===== src/rtl/mux_sel_pipe.sv =====
// mux_sel_pipe: registered N:1 selector with stall/flush-aware output stage,
// round-robin scan mode and out-of-range select detection.

// One selector lane: passes its input through only when the select hits it.
module mux_sel_lane #(
    parameter int WIDTH = 32,
    parameter int SEL_W = 3,
    parameter int IDX   = 0
) (
    input  logic [WIDTH-1:0] din,
    input  logic [SEL_W-1:0] sel,
    output logic [WIDTH-1:0] dout
);
    assign dout = (sel == SEL_W'(IDX)) ? din : '0;
endmodule

module mux_sel_pipe #(
    parameter int WIDTH  = 32,
    parameter int NUM_IN = 8
) (
    input  logic                      clk,
    input  logic                      rst_n,
    input  logic [NUM_IN*WIDTH-1:0]   in_bus,
    input  logic [$clog2(NUM_IN)-1:0] addr,
    input  logic                      mode,
    input  logic                      in_valid,
    input  logic                      mask,
    input  logic                      stall,
    input  logic                      flush,
    output logic [WIDTH-1:0]          out,
    output logic                      out_valid,
    output logic [$clog2(NUM_IN)-1:0] out_sel,
    output logic                      addr_err,
    output logic [$clog2(NUM_IN)-1:0] rr_ptr
);
    localparam int SEL_W = $clog2(NUM_IN);
    // NUM_IN needs one more bit than an index when NUM_IN is a power of two
    localparam logic [SEL_W:0]   NUM_IN_C = (SEL_W+1)'(NUM_IN);
    localparam logic [SEL_W-1:0] RR_LAST  = SEL_W'(NUM_IN - 1);

    typedef struct packed {
        logic [WIDTH-1:0] data;
        logic             vld;
        logic [SEL_W-1:0] sel;
        logic             err;
    } rsp_t;

    logic [NUM_IN-1:0][WIDTH-1:0] lane_q;
    logic [WIDTH-1:0]             pick;
    logic [SEL_W-1:0]             sel;
    logic                         in_range;
    logic                         ld;
    logic                         rr_adv;
    logic [SEL_W-1:0]             rr_nxt;
    logic [SEL_W-1:0]             rr_q;
    rsp_t                         rsp_q;
    rsp_t                         rsp_d;

    assign sel      = mode ? rr_q : addr;
    assign in_range = {1'b0, sel} < NUM_IN_C;
    assign ld       = !flush && !stall;
    assign rr_adv   = ld && mode && in_valid && !mask;
    assign rr_nxt   = (rr_q == RR_LAST) ? '0 : rr_q + 1'b1;

    // One-hot AND-OR select; an out-of-range index matches no lane and yields 0
    genvar k;
    generate
        for (k = 0; k < NUM_IN; k++) begin : g_lane
            mux_sel_lane #(.WIDTH(WIDTH), .SEL_W(SEL_W), .IDX(k)) u_lane (
                .din  (in_bus[k*WIDTH +: WIDTH]),
                .sel  (sel),
                .dout (lane_q[k])
            );
        end
    endgenerate

    // OR-reduce the lane outputs into the selected word
    always_comb begin
        pick = '0;
        for (int i = 0; i < NUM_IN; i++) pick |= lane_q[i];
    end

    // Next output-stage contents on a load; data/sel captured regardless of in_valid
    always_comb begin
        rsp_d      = '0;
        rsp_d.data = (mask || !in_range) ? '0 : pick;
        rsp_d.vld  = in_valid && !mask && in_range;
        rsp_d.sel  = sel;
        rsp_d.err  = in_valid && !mask && !in_range;
    end

    // Output stage: flush clears, stall holds everything including the error flag
    always_ff @(posedge clk or negedge rst_n) begin
        if (!rst_n)     rsp_q <= '0;
        else if (flush) rsp_q <= '0;
        else if (ld)    rsp_q <= rsp_d;
    end

    // Round-robin pointer: steps only on an accepted, unmasked round-robin request
    always_ff @(posedge clk or negedge rst_n) begin
        if (!rst_n)      rr_q <= '0;
        else if (flush)  rr_q <= '0;
        else if (rr_adv) rr_q <= rr_nxt;
    end

    assign out       = rsp_q.data;
    assign out_valid = rsp_q.vld;
    assign out_sel   = rsp_q.sel;
    assign addr_err  = rsp_q.err;
    assign rr_ptr    = rr_q;
endmodule

===== config.mk =====
export PLATFORM = sky130hd
export DESIGN_NAME = mux_sel_pipe
export DESIGN_NICKNAME = d
export VERILOG_FILES = /design/src/rtl/mux_sel_pipe.sv
export SDC_FILE = /design/constraint.sdc
export NUM_CORES = 1
export LEC_CHECK = 0
export CAP_MARGIN = 5
export CORE_AREA = 4 4 117 119
export CTS_CLUSTER_DIAMETER = 30
export DETAILED_ROUTE_END_ITERATION = 10
export DIE_AREA = 0 0 121 123
export DONT_BUFFER_PORTS = 1
export SYNTH_ARGS = -nofsm -noshare
export SYNTH_HDL_FRONTEND = slang
export SYNTH_SLANG_ARGS = --single-unit

===== constraint.sdc =====
create_clock -name clk -period 2.3 [get_ports clk]
set_input_delay 0.345 -clock clk [delete_from_list [all_inputs] [get_ports clk]]
set_output_delay 0.345 -clock clk [all_outputs]
set_load 0.01 [all_outputs]

Word level (Yosys, flattened, before mapping)
Cells that the tools add are included.
- $add $sub $neg: 1
- multipliers: 0
- div/mod/pow operators: 0
- magnitude comparators: 0
- equality and inequality tests: 8
- shift operators: 0
- muxes and demuxes: 15
- bitwise logic cells: 7
- reduce and logical (&&, ||, !) cells: 11
- operator list (cell ; number):
    2-to-1 mux 32 bit ; 9
    bitwise OR 32 bit ; 7
    2-to-1 mux 37 bit ; 2
    equality test 3 bit (second input constant) ; 5
    2-to-1 mux 3 bit ; 4
    equality test 3 x 2 -> 1 bit (second input constant) ; 2
    logical AND 1 bit ; 5
    nonzero test 2 bit ; 2
    adder 3 x 1 -> 3 bit (second input constant) ; 1
    equality test 3 x 1 -> 1 bit (second input constant) ; 1
    logical NOT 1 bit ; 3
    logical NOT 3 bit ; 1
- flip-flop bits (word level): 40
- bits in latches: 0
- bits in writable memories: 0
- ROM bits: 0
- input port bits: 266
- output and inout port bits: 40
- logic and storage cells: 47
- memories: 0

Depth between registers and ports, before layout
Gate-level depths: netlist of run 1.
- word-level depth: 13
- mapped depth: 8
- mapped depth without buffers: 5

By module
Synthesis of run 1 repeated with hierarchy kept, for this count alone.
- cell total of the unflattened synthesis: 528
- area total of the unflattened synthesis: 5848.1 um^2
- modules (own cells, without submodules) (module ; times used ; cells an instance ; area each (um^2) ; seq. area each (um^2)):
    mux_sel_pipe ; 1 ; 200 ; 2042.0 ; 975.9
    mux_sel_lane at g_lane[1].u_lane ... ; 3 ; 41 ; 610.6 ; 0.0
    mux_sel_lane at g_lane[3].u_lane ... ; 3 ; 41 ; 365.4 ; 0.0
    mux_sel_lane at g_lane[0].u_lane ; 1 ; 41 ; 550.5 ; 0.0
    mux_sel_lane at g_lane[7].u_lane ; 1 ; 41 ; 327.8 ; 0.0

Worst setup path before layout of run 1
OpenSTA, ideal clock, no wires.
- kind: flip-flop to flip-flop
- start point: register rr_q[1] (netlist: rr_ptr[1])
- end point: register rsp_q (netlist bit out[0])
- data arrival time: 1637 ps
- path slack: 530 ps
- stages on the path, launching flop included: 8
- path buffers: 2
- path through: dfrtp_1 > and2_1 > buf_6 > a22o_4 > buf_2 > a221o_1 > a22oi_1 > o21ai_1
- longest elaborated chain between the ends: 13
- RTL lines (what ; line ; text):
    start, declared ; 55 ; logic [SEL_W-1:0] rr_q;
    start signal, assigned ; 103 ; else if (rr_adv) rr_q <= rr_nxt;
    2-to-1 mux 3 bit (*) ; 59 ; assign sel = mode ? rr_q : addr;
    equality test 3 x 1 -> 1 bit / logical NOT 3 bit (equally long branches) ; 14 ; assign dout = (sel == SEL_W'(IDX)) ? din : '0;
    2-to-1 mux 32 bit ; 14 ;
    bitwise OR 32 bit (6 in series) ; 80 ; for (int i = 0; i < NUM_IN; i++) pick |= lane_q[i];
    bitwise OR 32 bit (*) ; 80 ;
    2-to-1 mux 32 bit (*) ; 86 ; rsp_d.data = (mask || !in_range) ? '0 : pick;
    2-to-1 mux 37 bit (*) ; 96 ; else if (ld) rsp_q <= rsp_d;
    2-to-1 mux 37 bit (*) ; 95 ; else if (flush) rsp_q <= '0;
    end signal, assigned ; 96 ;
    end, declared ; 56 ; rsp_t rsp_q;
Mark *: on every way between the ends. The rest lies on a longest branch, timed or not. The select of a mux whose other input is x is not followed.
A chain may end at the register's enable or synchronous reset.

Worst setup path after layout of run 1
- start point: register rr_q[1] (netlist: rr_ptr[1])
- end point: register rsp_q (netlist bit out[23])
The elaborated chain is that of the path after synthesis.

==> run summary, run 1 <==
The most frequent standard cell in the layout excluding fill and tap cells was sky130_fd_sc_hd__a21oi_1. The count of TritonRoute iterations in the first routing pass is 6. The final layout contains routed wiring with a total length of 24400 µm. At the pin with the least slew margin, the transition time is 1.10 ns.

The flow ran to the end, and the final reports show no timing, DRC or antenna violations. For the source-to-sink clock delay at the later pin of the worst-skew pair, the log shows 0.29 ns. The starting density of the core came out at 43.8%. In the layout the commonest cells are sky130_fd_sc_hd__a21oi_1, sky130_fd_sc_hd__a221o_1, sky130_fd_sc_hd__nand2_1, sky130_fd_sc_hd__nand3_1, sky130_fd_sc_hd__o21ai_0. The highest ir drop seen on vdd is 0.271 mV. Buffers inserted during clock tree synthesis total 5.

The number of distinct library cell variants in the gate-level netlist after synthesis was 47. Of the cells placed in the final design, the portion with a size suffix greater than 1 is 6.96%. Global routing used 31.1% of the available tracks. The overall via count from detail_route was 6580. For this run, the top clock speed supported by timing is 0.464 GHz.

The worst min-delay path category is input pin to flip-flop. Once the clock tree was built, the setup fixing pass inserted 0 buffers. The number of placement rows is 41.

The total power after layout is 2.08 mW, and the total power divided by cell area is 365 nW/µm². The biggest fanout along the worst timing path is 32. After synthesis the netlist holds a flip-flop and latch count of 39. The reported leakage power was 2.07 nW; the residual antenna-violating net count after detailed routing was 0.

After detailed routing, the number of vias per cell comes to 7.63. The die is 121 µm wide. The maximum single-stage delay on the critical path works out to 0.81 ns. The top-level port count is 306, and the die height is 123 µm. The mean post-synth cell area is 7.21 µm². After detailed routing, the average wire length per cell comes to 28.4 µm. The number of slew-limit violations in the final report came out at 0. Synthesis produced a netlist with a net count of 1032.

The total setup violations reported at the end of the flow is 0, and the number of buffer cells added on primary ports is 0. After layout, the worst path uses 93.7% of the clock period. STA classifies the critical path startpoint as a flip-flop. The worst hold path begins at flush. The critical path arrival is 2.35 ns, and the number of antenna violations at the first check in global routing is 0. Adding up every negative setup slack in the final design gives 0 ns.

Walking the worst path, the cells encountered are nand2b_2 -> o2bb2ai_4 -> a221oi_1 -> a211o_1 -> o211ai_1. The logs give 0.00446 ns for the worst-case clock skew and 26.9% for the headroom to the max-slew limit. The sum of buffers and inverters on the critical path was 0; the half-perimeter wire length after detailed placement was 16800 µm.

The run gives 2.49 ns as the required time reported for the critical path endpoint. The run gives 764 as the post-synthesis instance total. The global-route congestion overflow total is 0, and the number of failing hold endpoints at the final stage is 0. For this run, design rule violations remaining after detail routing come to 0. For the synthesis warning total, the log shows 0.

The tree is rooted in a sky130_fd_sc_hd__clkbuf_16. The largest individual stage delay along the critical path comes from the cell sky130_fd_sc_hd__o2bb2ai_4. The clock transition at the registers of the reported paths was 0.06 ns; the number of buffers on the longest clock path was 2. Entering global routing, the biggest net connects 78 pins.

The detailed router's first-iteration violation count was 878; the count of maximum capacitance violations was 0. STA classifies the critical path endpoint as a flip-flop. Setup repair after global routing left no endpoint under its margin.

For the floorplan die area, the log shows 14900 µm². The clock drives 39 sinks. For this run, asynchronously set or reset flops after synthesis account for 100%. The mapped netlist covers 5510 µm². The top flip-flop cell by instance count after synthesis is sky130_fd_sc_hd__dfrtp_1.

The number of flops mapped to enable cells by yosys was 0. At the end of routability-driven placement, the weighted congestion stood at 0.915. The first global-routing pass estimated 36400 µm of wire. The run gives 2 as the maximum level of the CTS H-tree.

The number of global-route vias before repair is 6400. TritonCTS built the clock tree. Grouping stages by cell kind, the critical path spends the most delay in compound AO/OA/AOI/OAI gates.

The worst register-to-register path begins at rr_ptr[1]$_DFFE_PN0P_. The worst path needs 2.16 ns of the cycle, external delays included. The critical path startpoint is rr_ptr[1]$_DFFE_PN0P_.

The net count of the finished layout is 957. For the floorplan core area, the log shows 12600 µm². Of the synthesized area, sequential elements account for 17.7%. The number of antenna cells inserted is 0, and the synthesis-to-finish area growth is 3.68%. The type of the worst setup path is flip-flop to flip-flop.
[routing by layer]
metal | up-vias | track usage, % | wire (µm)
met5 | - | 0 | 0
met4 | 0 | 13.3 | 1100
met3 | 102 | 8.55 | 3130
met2 | 521 | 52.4 | 11600
met1 | 3077 | 37.2 | 8630
li1 | 2880 | - | -
[repair_timing]
item | 4_1_cts | 5_1_grt
hold endpoints to repair | 39 | 0
hold buffers | 2 | 0
resized for setup | 0 | 0
[Yosys cell counts (2+ instances only)]
| master | number | area, µm² |
|---|---|---|
| sky130_fd_sc_hd__a21oi_1 | 67 | 335 |
| sky130_fd_sc_hd__a221o_1 | 63 | 631 |
| sky130_fd_sc_hd__a221oi_1 | 32 | 280 |
| sky130_fd_sc_hd__a22oi_1 | 31 | 233 |
| sky130_fd_sc_hd__a31oi_1 | 32 | 200 |
| sky130_fd_sc_hd__and3_1 | 2 | 12.5 |
| sky130_fd_sc_hd__and4_1 | 31 | 272 |
| sky130_fd_sc_hd__and4b_1 | 31 | 310 |
| sky130_fd_sc_hd__buf_1 | 7 | 26.3 |
| sky130_fd_sc_hd__buf_2 | 24 | 120 |
| sky130_fd_sc_hd__buf_6 | 5 | 56.3 |
| sky130_fd_sc_hd__clkbuf_1 | 71 | 267 |
| sky130_fd_sc_hd__dfrtp_1 | 39 | 976 |
| sky130_fd_sc_hd__ha_1 | 2 | 25.0 |
| sky130_fd_sc_hd__inv_1 | 2 | 7.51 |
| sky130_fd_sc_hd__mux2i_1 | 3 | 30.0 |
| sky130_fd_sc_hd__nand2_1 | 63 | 236 |
| sky130_fd_sc_hd__nand2b_1 | 2 | 12.5 |
| sky130_fd_sc_hd__nand3_1 | 63 | 315 |
| sky130_fd_sc_hd__nor2_1 | 10 | 37.5 |
| sky130_fd_sc_hd__nor2b_1 | 34 | 213 |
| sky130_fd_sc_hd__nor3_1 | 2 | 10.0 |
| sky130_fd_sc_hd__nor3b_1 | 31 | 233 |
| sky130_fd_sc_hd__o21ai_0 | 59 | 295 |
| sky130_fd_sc_hd__o21ai_1 | 36 | 180 |
[metrics by stage]
stage | utilization, % | instances | worst slack (ns) | hold WS (ns) | instance area, µm²
floorplan | - | 764 | 0.530 | 0.0494 | 5510
detailed placement | 44.0 | 852 | 0.157 | 0.0505 | 5530
finish | 45.4 | 862 | 0.145 | 0.118 | 5710
global route | 45.4 | 862 | 0.0317 | 0.105 | 5710
global placement | 44.0 | 852 | 0.260 | 0.0508 | 5530
CTS | 45.4 | 862 | 0.141 | 0.110 | 5710
[registers in the layout, summed over array words and instances (netlist names)]
name,count
rr_ptr,3
out_valid,1
out_sel,3
out,32
[power by group]
| part | total (mW) | internal, mW | switching, mW | leakage [nW] |
|---|---|---|---|---|
| sequential | 0.771 | 0.722 | 0.0495 | 0.524 |
| clock | 0.701 | 0.402 | 0.299 | 0.0679 |
| combinational | 0.609 | 0.246 | 0.363 | 1.48 |
| total | 2.08 | 1.37 | 0.711 | 2.07 |
[worst paths after layout]
kind / slack (ns) / depth (start not counted) / endpoint
worst max-delay path: 0.14 / 5 / out[23]$_DFFE_PN0P_
worst min-delay path: 0.12 / 1 / rr_ptr[0]$_DFFE_PN0P_
worst max register to register: 0.14 / 5 / out[23]$_DFFE_PN0P_
worst min register to register: 0.55 / 2 / out[10]$_DFFE_PN0P_
max in group asynchronous: 1.51 / 2 / rr_ptr[0]$_DFFE_PN0P_
min in group asynchronous: 0.57 / 2 / out[17]$_DFFE_PN0P_
[worst register-to-register path: stages, from the launching register on]
cell	delay (ns)
sky130_fd_sc_hd__dfrtp_2	0.41
sky130_fd_sc_hd__nand2b_2	0.21
sky130_fd_sc_hd__o2bb2ai_4	0.81
sky130_fd_sc_hd__a221oi_1	0.24
sky130_fd_sc_hd__a211o_1	0.32
sky130_fd_sc_hd__o211ai_1	0.09
[layout make-up]
class | count | area, µm²
sequential | 39 | 982
multi-input combinational | 614 | 4110
clock inverter | 1 | 5.00
fill | 1282 | 6860
clock buffer | 7 | 133
inverter | 3 | 11.3
tap | 172 | 215
timing repair buffer | 26 | 255
[logic make-up after synthesis]
family          after synthesis  synth area share [%]
other cells                   1                0.0681
fa+ha+maj                     2                 0.454
buf+inv                     111                  8.86
flops                        39                  17.7
mux                           3                 0.545
simple gates                277                  31.2
compound gates              331                  41.1
Note: power is estimated with default switching activity, not from simulation.
==> inputs of run 2 (changes only) <==
--- a/config.mk
+++ b/config.mk
@@ -6,11 +6,12 @@
 export NUM_CORES = 1
 export LEC_CHECK = 0
 export CAP_MARGIN = 5
-export CORE_AREA = 4 4 117 119
+export CORE_AREA = 2 2 118 120
 export CTS_CLUSTER_DIAMETER = 30
 export DETAILED_ROUTE_END_ITERATION = 10
-export DIE_AREA = 0 0 121 123
+export DIE_AREA = 0 0 120 122
 export DONT_BUFFER_PORTS = 1
+export RECOVER_POWER = 25
 export SYNTH_ARGS = -nofsm -noshare
 export SYNTH_HDL_FRONTEND = slang
 export SYNTH_SLANG_ARGS = --single-unit
==> run summary, run 2 (synthesis results as in run 1) <==
The tools report the detailed-route DRC error count as 0 (unchanged). For the number of clock buffers inserted by TritonCTS, the log shows 5 (unchanged). Setup repair after global routing left no endpoint under its margin. The floorplan die area was 14600 µm² (-1.6%). The sum of buffers and inverters on the critical path is 1 (+1), and the layout net count is 966 (+0.94%).

The die extent in x came out at 120 µm (-0.83%). The tools report the required time reported for the critical path endpoint as 2.52 ns (+0.03 ns). The category of the worst setup path capture point is a flip-flop. For the first-pass GRT wire length, the log shows 36200 µm (-0.74%).

The wire length reported by the detailed router came out at 25200 µm (+3.1%). The tools report the number of failing hold endpoints at the final stage as 0 (unchanged). The detailed router's first-iteration violation count is 767 (-13%). The count of maximum capacitance violations is 1 (+1), and the number of slew-limit violations in the final report is 16 (+16). The via density per instance works out to 7.55 (-1.1%). The worst-case clock skew came out at 0.00839 ns (+0.00393 ns). The residual antenna-violating net count after detailed routing is 0 (unchanged), and the source-to-sink clock delay at the later pin of the worst-skew pair is 0.30 ns (about the same). The number of flip-flops under the largest register name came out at 32 (unchanged).

The number of buffer cells added on primary ports works out to 0 (unchanged). The tools report the weighted congestion at the end of routability-driven global placement as 0.932 (+1.9%). Post-route fraction of the period consumed by the critical path: 95.2% (+1.5 points). The starting density of the core was 40.8% (-3.0 points).

The final reports fail on capacitance limit, slew limit. The clock transition at the registers of the reported paths came out at 0.07 ns (about the same). STA classifies the critical path startpoint as a flip-flop.

The aggregate global-route resource usage was 32.3% (+1.2 points); the half-perimeter wire length after detailed placement was 17300 µm (+2.7%). The library cells used most frequently in the layout, excluding fill and tap cells, are sky130_fd_sc_hd__a21oi_1, sky130_fd_sc_hd__a221o_1, sky130_fd_sc_hd__nand2_1, sky130_fd_sc_hd__nand3_1, sky130_fd_sc_hd__o21ai_0. The maximum level of the CTS H-tree is 2 (unchanged), and the die height is 122 µm (-0.81%). The tools report the global-route congestion overflow total as 0 (unchanged). The run gives 0 (unchanged) as the number of antenna cells inserted. The total power after layout came out at 2.25 mW (+8.2%). The biggest fanout along the worst timing path is 32 (unchanged), and the reported leakage power is 2.12 nW (+2.2%).

The run gives 306 (unchanged) as the top-level port count. The tightest min-delay check is of the input pin to flip-flop type. The share of final-layout standard cells stronger than drive strength 1 was 8.73% (+1.8 points).

The clock root buffer was sky130_fd_sc_hd__clkbuf_16. The post-route minimum period is 2.19 ns (+0.0353 ns), and the floorplan core area is 13500 µm² (+7.4%). The worst setup path is of the flip-flop to flip-flop kind. The tools report the headroom to the max-slew limit as -1.98% (-29 points). Leaving out fill and tap cells, the most frequent cell in the layout is sky130_fd_sc_hd__a21oi_1. The overall via count from detail_route was 6634 (+0.82%); the number of global-route vias before repair was 6361 (-0.61%). Traced cell by cell, the critical path runs through inv_1 -> o2bb2ai_4 -> a221o_1 -> a22oi_1 -> o21ai_1. The worst-margin pin slew works out to 1.53 ns (+0.430 ns).

The largest net degree at the start of global routing was 78 (unchanged); the maximum clock frequency was 0.456 GHz (-1.6%). The highest ir drop seen on vdd is 0.256 mV (-5.5%), and the critical path arrival is 2.42 ns (+0.07 ns). The flow ran to the end, but the final reports show violations. Synthesis-to-finish area growth: 5.34%.

The total power divided by cell area is 388 nW/µm² (+6.5%). The number of placement rows was 43 (+4.9%). The number of antenna violations at the first check in global routing was 0 (unchanged); the maximum single-stage delay on the critical path was 0.80 ns (about the same). The kind of cell with the highest combined delay along the critical path is compound AO/OA/AOI/OAI gates.

The mean routed wirelength per cell was 28.7 µm (+1.1%); the total setup violations reported at the end of the flow was 0 (unchanged). The cell with the largest stage delay on the worst path was sky130_fd_sc_hd__o2bb2ai_4. The number of buffers on the longest clock path was 2 (unchanged); the number of sinks handled by clock tree synthesis was 39 (unchanged). TritonCTS built the clock tree. The summed negative setup slack over all endpoints was 0 ns (unchanged); the count of TritonRoute iterations in the first routing pass was 6 (unchanged).
-- run 2: area by class of cell --
class | instances | area (µm²)
Fill cell | 1368 | 7700
Clock inverter | 3 | 46.3
Inverter | 3 | 11.3
Timing Repair Buffer | 35 | 300
Clock buffer | 5 | 125
Sequential cell | 39 | 982
Tap cell | 180 | 225
Multi-Input combinational cell | 614 | 4110
-- run 2: timing repair --
action / CTS / global route
setup buffers: 0 / 0
hold buffers: 2 / 0
hold endpoints to repair: 39 / 0
endpoints found under the setup margin: 0 / 1
resized for setup: 0 / 1
-- run 2: through the flow --
stage	worst slack (ns)	util (%)	cells	hold WS (ns)	area, µm²
global placement	0.121	41.6	869	0.0504	5620
global route	0.00235	43.0	879	0.0849	5800
finish	0.109	43.0	879	0.0941	5800
CTS	0.0694	43.1	879	0.0866	5820
floorplan	0.530	-	764	0.0494	5510
detailed placement	0.0769	41.6	869	0.0505	5620
-- run 2: path summary, 6_finish.rpt --
check                                           start               endpoint  slack [ns]  depth (start not counted)
worst min register to register    out[12]$_DFFE_PN0P_    out[12]$_DFFE_PN0P_        0.56                          2
worst min-delay path                            flush  rr_ptr[1]$_DFFE_PN0P_        0.09                          1
min in group asynchronous                       rst_n     out[8]$_DFFE_PN0P_        0.87                          2
worst max-delay path            rr_ptr[0]$_DFFE_PN0P_    out[14]$_DFFE_PN0P_        0.11                          5
max in group asynchronous                       rst_n  rr_ptr[0]$_DFFE_PN0P_        0.59                          2
worst max register to register  rr_ptr[0]$_DFFE_PN0P_    out[14]$_DFFE_PN0P_        0.11                          5
-- run 2: power by group --
part / switching, mW / total [mW] / leakage (nW) / internal (mW)
registers: 0.0519 / 0.773 / 0.524 / 0.721
logic: 0.372 / 0.622 / 1.51 / 0.250
clock network: 0.340 / 0.857 / 0.0804 / 0.517
total: 0.764 / 2.25 / 2.12 / 1.49
-- run 2: layer usage --
metal | vias to the layer above | part of all wire (%) | global-route usage [%]
met5 | - | 0 | 0
met4 | 0 | 5.3 | 17.4
met3 | 83 | 10 | 7.49
met2 | 483 | 48 | 55.0
met1 | 3172 | 36 | 37.6
li1 | 2896 | - | -
